--- src/rtl/pong_match_ctrl.sv ---
// rtl/pong_match_ctrl.sv - Pong match state machine and ball dynamics engine
//
// Ports:
//   px_clk      pixel clock (single domain)
//   reset       asynchronous active-low reset
//   frame_tick  one-cycle pulse per frame; all game state advances only on it
//   play        1 = run/start, 0 = pause (PLAY/SERVE) or return to idle (OVER)
//   pos_ply1/2  paddle top rows
//   x_ball/y_ball  ball top-left corner
//   score1/2    saturating scores
//   goal_ply1/2 one-cycle goal pulses
//   winner      00 none, 01 player 1, 10 player 2
//   state       0 IDLE, 1 SERVE, 2 PLAY, 3 POINT, 4 OVER
//   sound       00 none, 01 wall, 10 paddle, 11 goal
//   channel     {left,right} side of the sound event
module pong_match_ctrl #(
  parameter int X_MAX        = 639,
  parameter int Y_MAX        = 479,
  parameter int BALL         = 8,
  parameter int PAD_X1       = 16,
  parameter int PAD_X2       = 616,
  parameter int PAD_W        = 8,
  parameter int PAD_H        = 64,
  parameter int SPEED        = 2,
  parameter int WIN_SCORE    = 9,
  parameter int SCORE_W      = 4,
  parameter int SERVE_FRAMES = 60
) (
  input  logic               px_clk,
  input  logic               reset,
  input  logic               frame_tick,
  input  logic               play,
  input  logic [9:0]         pos_ply1,
  input  logic [9:0]         pos_ply2,
  output logic [9:0]         x_ball,
  output logic [9:0]         y_ball,
  output logic [SCORE_W-1:0] score1,
  output logic [SCORE_W-1:0] score2,
  output logic               goal_ply1,
  output logic               goal_ply2,
  output logic [1:0]         winner,
  output logic [2:0]         state,
  output logic [1:0]         sound,
  output logic [1:0]         channel
);

  typedef enum logic [2:0] {
    S_IDLE  = 3'd0,
    S_SERVE = 3'd1,
    S_PLAY  = 3'd2,
    S_POINT = 3'd3,
    S_OVER  = 3'd4
  } state_t;

  localparam int CW = $clog2(SERVE_FRAMES + 1);

  localparam logic [10:0] CX  = 11'((X_MAX + 1 - BALL) / 2);
  localparam logic [10:0] CY  = 11'((Y_MAX + 1 - BALL) / 2);
  localparam logic [10:0] YB  = 11'(Y_MAX + 1 - BALL);
  localparam logic [10:0] SP  = 11'(SPEED);
  localparam logic [10:0] BL  = 11'(BALL);
  localparam logic [10:0] P1F = 11'(PAD_X1 + PAD_W);   // right face of paddle 1
  localparam logic [10:0] P2F = 11'(PAD_X2);           // left face of paddle 2
  localparam logic [10:0] PH  = 11'(PAD_H);
  localparam logic [10:0] XM  = 11'(X_MAX);
  localparam logic [10:0] XH  = 11'((X_MAX + 1) / 2);
  localparam logic [SCORE_W-1:0] WS = SCORE_W'(WIN_SCORE);
  localparam logic [CW-1:0]      SF = CW'(SERVE_FRAMES);

  state_t st, st_nx;
  logic [9:0]         x_nx, y_nx;
  logic               dir_r, dir_r_nx;     // 1 = moving right
  logic               dir_d, dir_d_nx;     // 1 = moving down
  logic [CW-1:0]      cnt, cnt_nx;
  logic               scorer2, scorer2_nx; // last point went to player 2
  logic [SCORE_W-1:0] s1_nx, s2_nx;
  logic [1:0]         win_nx, snd_nx, ch_nx;
  logic               g1_nx, g2_nx;

  logic [10:0] x11, y11, p1, p2, xt, yt;
  logic        vhit1, vhit2, wall, pad_l, pad_r, gl1, gl2;

  assign x11   = {1'b0, x_ball};
  assign y11   = {1'b0, y_ball};
  assign p1    = {1'b0, pos_ply1};
  assign p2    = {1'b0, pos_ply2};
  // Vertical overlap against the pre-move ball row.
  assign vhit1 = (y11 + BL > p1) && (y11 < p1 + PH);
  assign vhit2 = (y11 + BL > p2) && (y11 < p2 + PH);
  assign state = st;

  always_comb begin
    st_nx      = st;
    x_nx       = x_ball;
    y_nx       = y_ball;
    dir_r_nx   = dir_r;
    dir_d_nx   = dir_d;
    cnt_nx     = cnt;
    scorer2_nx = scorer2;
    s1_nx      = score1;
    s2_nx      = score2;
    win_nx     = winner;
    g1_nx      = 1'b0;
    g2_nx      = 1'b0;
    snd_nx     = 2'b00;
    ch_nx      = 2'b00;
    xt         = x11;
    yt         = y11;
    wall       = 1'b0;
    pad_l      = 1'b0;
    pad_r      = 1'b0;
    gl1        = 1'b0;
    gl2        = 1'b0;
    if (frame_tick) begin
      case (st)
        S_IDLE: begin
          if (play) begin
            st_nx  = S_SERVE;
            s1_nx  = '0;
            s2_nx  = '0;
            win_nx = 2'b00;
          end
        end
        S_SERVE: begin
          if (play) begin
            if (cnt + CW'(1) == SF) begin
              st_nx  = S_PLAY;
              cnt_nx = '0;
            end else begin
              cnt_nx = cnt + CW'(1);
            end
          end
        end
        S_PLAY: begin
          if (play) begin
            if (!dir_d) begin
              if (y11 <= SP) begin
                yt = '0; dir_d_nx = 1'b1; wall = 1'b1;
              end else begin
                yt = y11 - SP;
              end
            end else if (y11 + SP >= YB) begin
              yt = YB; dir_d_nx = 1'b0; wall = 1'b1;
            end else begin
              yt = y11 + SP;
            end

            if (!dir_r) begin
              if ((x11 <= P1F + SP) && (x11 >= P1F) && vhit1) begin
                xt = P1F; dir_r_nx = 1'b1; pad_l = 1'b1;
              end else if (x11 <= SP) begin
                gl2 = 1'b1;
              end else begin
                xt = x11 - SP;
              end
            end else begin
              if ((x11 + BL + SP >= P2F) && (x11 + BL <= P2F) && vhit2) begin
                xt = P2F - BL; dir_r_nx = 1'b0; pad_r = 1'b1;
              end else if (x11 + BL + SP > XM) begin
                gl1 = 1'b1;
              end else begin
                xt = x11 + SP;
              end
            end

            x_nx = xt[9:0];
            y_nx = yt[9:0];

            // Sound priority: goal > paddle > wall.
            if (gl2) begin
              snd_nx = 2'b11; ch_nx = 2'b10; g2_nx = 1'b1;
              s2_nx = (score2 == WS) ? score2 : score2 + SCORE_W'(1);
              scorer2_nx = 1'b1; st_nx = S_POINT;
            end else if (gl1) begin
              snd_nx = 2'b11; ch_nx = 2'b01; g1_nx = 1'b1;
              s1_nx = (score1 == WS) ? score1 : score1 + SCORE_W'(1);
              scorer2_nx = 1'b0; st_nx = S_POINT;
            end else if (pad_l) begin
              snd_nx = 2'b10; ch_nx = 2'b10;
            end else if (pad_r) begin
              snd_nx = 2'b10; ch_nx = 2'b01;
            end else if (wall) begin
              snd_nx = 2'b01;
              ch_nx  = (x11 + BL / 2 < XH) ? 2'b10 : 2'b01;
            end
          end
        end
        S_POINT: begin
          x_nx = CX[9:0];
          y_nx = CY[9:0];
          if (scorer2 ? (score2 == WS) : (score1 == WS)) begin
            st_nx  = S_OVER;
            win_nx = scorer2 ? 2'b10 : 2'b01;
          end else begin
            st_nx    = S_SERVE;
            // Serve toward the player who conceded.
            dir_r_nx = ~scorer2;
          end
        end
        S_OVER: begin
          if (!play) st_nx = S_IDLE;
        end
        default: st_nx = S_IDLE;
      endcase
    end
  end

  always_ff @(posedge px_clk or negedge reset) begin
    if (!reset) begin
      st        <= S_IDLE;
      x_ball    <= CX[9:0];
      y_ball    <= CY[9:0];
      dir_r     <= 1'b1;
      dir_d     <= 1'b1;
      cnt       <= '0;
      scorer2   <= 1'b0;
      score1    <= '0;
      score2    <= '0;
      winner    <= 2'b00;
      goal_ply1 <= 1'b0;
      goal_ply2 <= 1'b0;
      sound     <= 2'b00;
      channel   <= 2'b00;
    end else begin
      st        <= st_nx;
      x_ball    <= x_nx;
      y_ball    <= y_nx;
      dir_r     <= dir_r_nx;
      dir_d     <= dir_d_nx;
      cnt       <= cnt_nx;
      scorer2   <= scorer2_nx;
      score1    <= s1_nx;
      score2    <= s2_nx;
      winner    <= win_nx;
      goal_ply1 <= g1_nx;
      goal_ply2 <= g2_nx;
      sound     <= snd_nx;
      channel   <= ch_nx;
    end
  end

endmodule

--- config.mk ---
export PLATFORM = sky130hd
export DESIGN_NAME = pong_match_ctrl
export DESIGN_NICKNAME = d
export VERILOG_FILES = /design/src/rtl/pong_match_ctrl.sv
export SDC_FILE = /design/constraint.sdc
export NUM_CORES = 1
export LEC_CHECK = 0
export CAP_MARGIN = 20
export CORE_UTILIZATION = 50
export DETAILED_ROUTE_END_ITERATION = 8
export PLACE_DENSITY = 0.73
export SYNTH_ARGS = -nofsm -noshare
export SYNTH_HDL_FRONTEND = slang
export SYNTH_SLANG_ARGS = --single-unit
--- constraint.sdc ---
create_clock -name px_clk -period 4.06 [get_ports px_clk]
set_clock_uncertainty 0.1 [all_clocks]
set_input_delay 0.609 -clock px_clk [delete_from_list [all_inputs] [get_ports px_clk]]
set_output_delay 0.609 -clock px_clk [all_outputs]
set_load 0.01 [all_outputs]
Yosys cells after proc, flatten, opt, wreduce, memory -nomap -nowiden
Index checks and enable logic that the tools add are counted.
{"block": "op_classes", "n_addsub": 13, "magnitude_cmp": 13, "n_eq_ne": 22, "muxes": 100, "bitwise": 1, "n_reduce_logical": 21}
{"op": "10-bit two-way mux", "n": 10}
{"op": "1-bit two-way mux", "n": 47}
{"op": "10-bit one-hot mux with 2 select lines", "n": 2}
{"op": "2-bit two-way mux", "n": 19}
{"op": "4-bit two-way mux", "n": 8}
{"op": "3-bit two-way mux", "n": 8}
{"op": "2-bit != test, second input constant", "n": 12}
{"op": "10-bit by 4-bit adder with 11-bit output, second input constant", "n": 2}
{"op": "10-bit by 7-bit adder with 11-bit output, second input constant", "n": 2}
{"op": "11-bit by 10-bit greater-than comparator with 1-bit output", "n": 2}
{"op": "10-bit by 11-bit < comparator with 1-bit output", "n": 2}
{"op": "10-bit by 2-bit <= comparator with 1-bit output, second input constant", "n": 2}
{"op": "10-bit by 2-bit subtractor with 10-bit output, second input constant", "n": 2}
{"op": "4-bit one-hot mux with 2 select lines", "n": 2}
{"op": "3-bit one-hot mux with 5 select lines", "n": 1}
{"op": "7-bit AND reduction", "n": 2}
{"op": "4-bit AND reduction", "n": 3}
{"op": "10-bit by 2-bit adder with 11-bit output, second input constant", "n": 1}
{"op": "10-bit by 3-bit adder with 11-bit output, second input constant", "n": 1}
{"op": "11-bit by 2-bit adder with 11-bit output, second input constant", "n": 1}
{"op": "11-bit by 10-bit >= comparator with 1-bit output, second input constant", "n": 1}
{"op": "11-bit by 9-bit >= comparator with 1-bit output, second input constant", "n": 1}
{"op": "11-bit by 10-bit greater-than comparator with 1-bit output, second input constant", "n": 1}
{"op": "11-bit by 10-bit <= comparator with 1-bit output, second input constant", "n": 1}
{"op": "other kinds (23)", "n": 37}
{"block": "totals", "regBits": 48, "inputBits": 24, "wordCells": 184}

Logic depth before layout (Yosys ltp)
{"block": "depth", "depth_word": 17, "mapped_depth": 15}

Worst setup path after synthesis
No wires, ideal clock.
{"block": "synth_timing", "kind": "register to register", "start": "register y_ball[3]", "end": "register x_ball[8]", "arrival_ns": 3.367, "required_time_ns": 3.876, "setup_slack_ns": 0.508, "path_stages_with_launch": 14, "synth_period_minus_slack_ns": 3.552, "cell_sequence": "dfstp_2 > clkbuf_1 > inv_1 > ha_1 > ha_1 > nand4_1 > a211oi_1 > nor3_1 > o211a_1 > a2111oi_4 > nor3b_4 > or3_1 > a311o_1 > a21boi_1"}
{"block": "synth_via", "elab_chain_cells": 8, "elab_cells_between_ends": 17}
{"element": "start, declared", "line": "36", "rtl": "output logic [9:0] y_ball,"}
{"element": "start signal, assigned", "line": "212", "rtl": "y_ball <= CY[9:0];"}
{"element": "start signal, assigned", "line": "227", "rtl": "y_ball <= y_nx;"}
{"element": "10-bit by 4-bit adder with 11-bit output", "line": "88, 89"}
{"element": "11-bit by 10-bit greater-than comparator with 1-bit output (on tied branches)", "line": "88, 89"}
{"element": "1-bit logical AND (on tied branches)", "line": "88, 89"}
{"element": "1-bit logical AND (on tied branches)", "line": "149, 157"}
{"element": "10-bit two-way mux (on tied branches)", "line": "149, 157"}
{"element": "10-bit two-way mux", "line": "148", "rtl": "if (!dir_r) begin"}
{"element": "10-bit two-way mux", "line": "135", "rtl": "if (play) begin"}
{"element": "10-bit one-hot mux with 2 select lines", "line": "115", "rtl": "case (st)"}
{"element": "end signal, assigned", "line": "211", "rtl": "x_ball <= CX[9:0];"}
{"element": "end signal, assigned", "line": "226", "rtl": "x_ball <= x_nx;"}
{"element": "end, declared", "line": "35", "rtl": "output logic [9:0] x_ball,"}
Several ways; a longest one is shown, not always the timed one. The select of a mux whose other input is x is not followed.
A chain may end at the register's enable or synchronous reset.

Final worst setup path
{"block": "layout_timing", "start": "register y_ball[5]", "end": "register x_ball[9]"}
The elaborated chain is that of the path after synthesis.

==> key figures <==
Outcome
  – Status: finished, violations left
  – Failing checks: design-rule violations

Clocking
  – Setup Fix Bufs, Post-CTS: 0
  – H-tree depth: 2
  – CTS tree: built
  – Clock Tree Buf Depth: 2
  – Sink Count: 46
  – CTS Hold Bufs: 0
  – CTS root buffer: clkbuf_8
  – TritonCTS Buffers: 5
  – Reg clk slew, reported paths: 0.09 ns
  – Clk_lat worst skew: ~0.30 ns
  – Gates resized, CTS repair: 0

Floorplanning
  – Die Ht: ~100 um
  – CORE AREA: 0.00885 mm^2
  – Die X: just under 100 um
  – DIE AREA: 0.00963 mm^2
  – Initial Util: 52.2%
  – IO Count: 63
  – Site Rows: 34

Critical path
  – Largest fanout on the critical path: 16
  – Setup crit start: y_ball[5]
  – Crit path capture type: register
  – CP Launch Type: register
  – Origin of the critical flop-to-flop path: y_ball[5]
  – Reg2Reg Depth: 13
  – R2r setup slk: roughly 0.33 ns
  – Worst EP arrival: between 3 and 4 ns
  – Worst Path Class, Setup: reg -> reg
  – WP data required: 4.21 ns

Route
  – Starting DRT DRC Count: between 200 and 300
  – DRT Pass-1 Iters: 7
  – Vias per Instance: roughly 6
  – DRC: 2
  – Vias: between 4000 and 5000
  – Average wire per standard cell: 16.6 um
  – WL final: about 13 mm
  – Post-DRT Antenna Nets: 0

Timing
  – Final worst slack: roughly 0.33 ns
  – Slew headroom: 37.3%
  – Setup-violating endpoint count in the final report: 0
  – Minimum clock period: 3.73 ns
  – Post-Route Setup TNS: 0 ns
  – Pins Over Slew Limit: 0
  – Max Clock Freq: 268 MHz
  – Period utilization: between 90% and 100%
  – Slew @ Worst Pin: around 0.94 ns
  – RSZ-0062 raised after global routing: false
  – Final hold viol count: 0

Synthesis
  – Synth Area in Compound Gates: roughly a quarter
  – Largest cells by area after synthesis: dfrtp_1 (18%), ha_1 (14%), dfstp_2 (6.8%)
  – Synth warnings: 0
  – Async set-or-reset flop fraction in the synthesized netlist: 100%
  – Syn Area/Cell: between 7 and 8 um^2
  – Largest family of logic cells by synthesized area: compound AO/OA/AOI/OAI gates
  – Register area share after synthesis: 25.2%
  – Yosys reg bits: 46
  – Synth cell types: 68
  – Synth Area in Simple Gates: between 20% and 30%
  – Most used flip-flop cell after synthesis: dfrtp_1
  – Synth Instances: a little under 600
  – Synth Area in XOR/XNOR: under 10%
  – Mapped cell area: 0.00462 mm^2
  – Post-synthesis adder-cell area fraction: 14.1%
  – Post-synth EDFFs: 0
  – Share of the synthesized area in the top cell type: between 10% and 20%
  – Post-synthesis cell type with the largest combined area: dfrtp_1
  – Mux contribution to synthesized area: less than 1%

Global route
  – Initial antenna violation count: 0
  – Grt total ovfl: 0
  – First-pass GRT wire length: roughly 21 mm
  – Largest net degree at the start of global routing: 47
  – GRT Util Overall: 26.9%
  – Vias in the first global route: 4350

Worst hold path
  – Worst min-delay path class: in -> async

Placed design
  – Port bufs: 60
  – Dpl ws: 0.242 ns
  – HPWL after detailed placement: between 9 and 10 mm
  – Routability cong.: slightly above 0.9
  – Placed Cells incl. Taps: approximately 750

Layout
  – Final Non-Filler Cells: around 750
  – Area Overhead vs Synth: 18.5%
  – Layout cells sized above 1: under 10%
  – Diode count: 0
  – Post-layout net count: approximately 720

Pwr
  – Switching pwr: around 0.0013 W
  – IR drop worst, VDD: around 260 uV
  – Sequential power share: roughly 28%
  – Clk network pwr share: 14.6%
  – Pwr per Cell Area: around 520 mW/mm^2
  – Leakage power: 2.38 nW
  – Logic pwr share: between 50% and 60%
  – Int Power: 0.00156 W
  – Switching share of power: 45.5%

Run
  – Max Cap Viol: 0
==> path summary, 6_finish.rpt <==
check | endpoint
worst max-delay path | x_ball[9]
worst min-delay path | score1[3]
worst max register to register | x_ball[9]
worst min register to register | winner[1]
max in group asynchronous | y_ball[3]
min in group px_clk | winner[1]
==> critical path, stage by stage, from the launching register on <==
cell      delay (ns)
dfstp_2         0.75
nand3_1         0.24
nor2_1          0.18
xnor2_1         0.23
ha_1            0.33
a21o_1          0.16
a21oi_1         0.19
o21ai_0         0.10
o221a_2         0.30
buf_4           0.17
and2_1          0.19
nand2b_1        0.24
a311oi_1        0.33
o22a_1          0.18
==> layout make-up <==
class	count	area, um^2
clock buffers	6	82.6
clock inverters	2	60.1
fillers	806	3370
inverters	44	165
multi-input cells	474	3150
flip-flops and latches	46	1170
well taps	108	135
repair buffers	74	713
==> power groups by stage <==
stage          registers, W  logic (W)  clock network (W)
3_5_place_dp       0.000814    0.00161                  0
5_1_grt            0.000834    0.00182           0.000446
3_3_place_gp       0.000812    0.00157                  0
2_1_floorplan      0.000716    0.00116                  0
6_report           0.000810    0.00164           0.000420
4_1_cts            0.000806    0.00162           0.000426
==> per-layer routing <==
metal | wire [um] | global-route usage (%)
met5 | 0 | 0
met4 | 177 | 7.58
met3 | 671 | 2.93
met2 | 5890 | 44.7
met1 | 5790 | 37.2
==> stage by stage <==
| stage | hold slack, ns | total power [W] | utilization (%) | cell area (um^2) |
|---|---|---|---|---|
| 4_1_cts | 0.397 | 0.00285 | 61.7 | 5460 |
| 3_5_place_dp | 0.376 | 0.00242 | 60.1 | 5310 |
| 2_1_floorplan | 0.213 | 0.00188 | - | 4620 |
| 5_1_grt | 0.102 | 0.00310 | 61.9 | 5480 |
| 6_report | 0.0915 | 0.00287 | 61.9 | 5480 |
| 3_3_place_gp | 0.382 | 0.00238 | 60.1 | 5310 |
==> layout by cell type, fill, tap and decap left out, types with 3 or more instances in the layout <==
master	instances
nor4_1	6
o31ai_1	8
dfstp_2	12
and2_1	5
o211ai_1	4
o21ai_1	3
a31oi_1	8
nor3_1	12
nand2b_1	10
inv_1	44
buf_4	13
and3_1	5
dfrtp_1	34
a211oi_1	11
a311oi_1	5
a21oi_1	38
xor2_1	11
nor2b_1	8
o21ai_0	39
or3_1	10
o22ai_1	4
a21o_1	11
xnor2_1	20
nor2_1	58
nand4_1	12
ha_1	52
a2111oi_0	3
clkdlybuf4s50_1	59
nand2_1	53
clkbuf_8	6
nand3_1	27
==> synthesized netlist by cell type (8+ instances only) <==
master    instances
nor2_1           58
nand2_1          53
ha_1             52
inv_1            44
o21ai_0          39
a21oi_1          38
dfrtp_1          34
nand3_1          27
xnor2_1          20
clkbuf_1         18
dfstp_2          12
nand4_1          12
nor3_1           12
a211oi_1         11
a21o_1           11
xor2_1           11
nand2b_1         10
or3_1            10
a31oi_1           8
nor2b_1           8
o31ai_1           8
==> registers in the layout, summed over array words and instances, names as in the netlist <==
| name | cells |
|---|---|
| winner | 2 |
| channel | 2 |
| goal_ply1 | 1 |
| y_ball | 9 |
| sound | 2 |
| state | 3 |
| dir_d | 1 |
| x_ball | 9 |
| score1 | 4 |
| score2 | 4 |
| cnt | 6 |
| scorer2 | 1 |
| goal_ply2 | 1 |
| dir_r | 1 |
==> cell families (layout without fill, tap and decap cells) <==
| group | Yosys count | after routing |
|---|---|---|
| AND/OR/NAND/NOR | 221 | 221 |
| AO/OA/AOI/OAI | 165 | 165 |
| buffers and inverters | 74 | 126 |
| adder cells (fa/ha/maj) | 52 | 52 |
| flip-flops | 46 | 46 |
| XOR/XNOR | 31 | 31 |
| multiplexers | 3 | 3 |
| other | 1 | 2 |
Note: power is estimated with default switching activity, not from simulation.
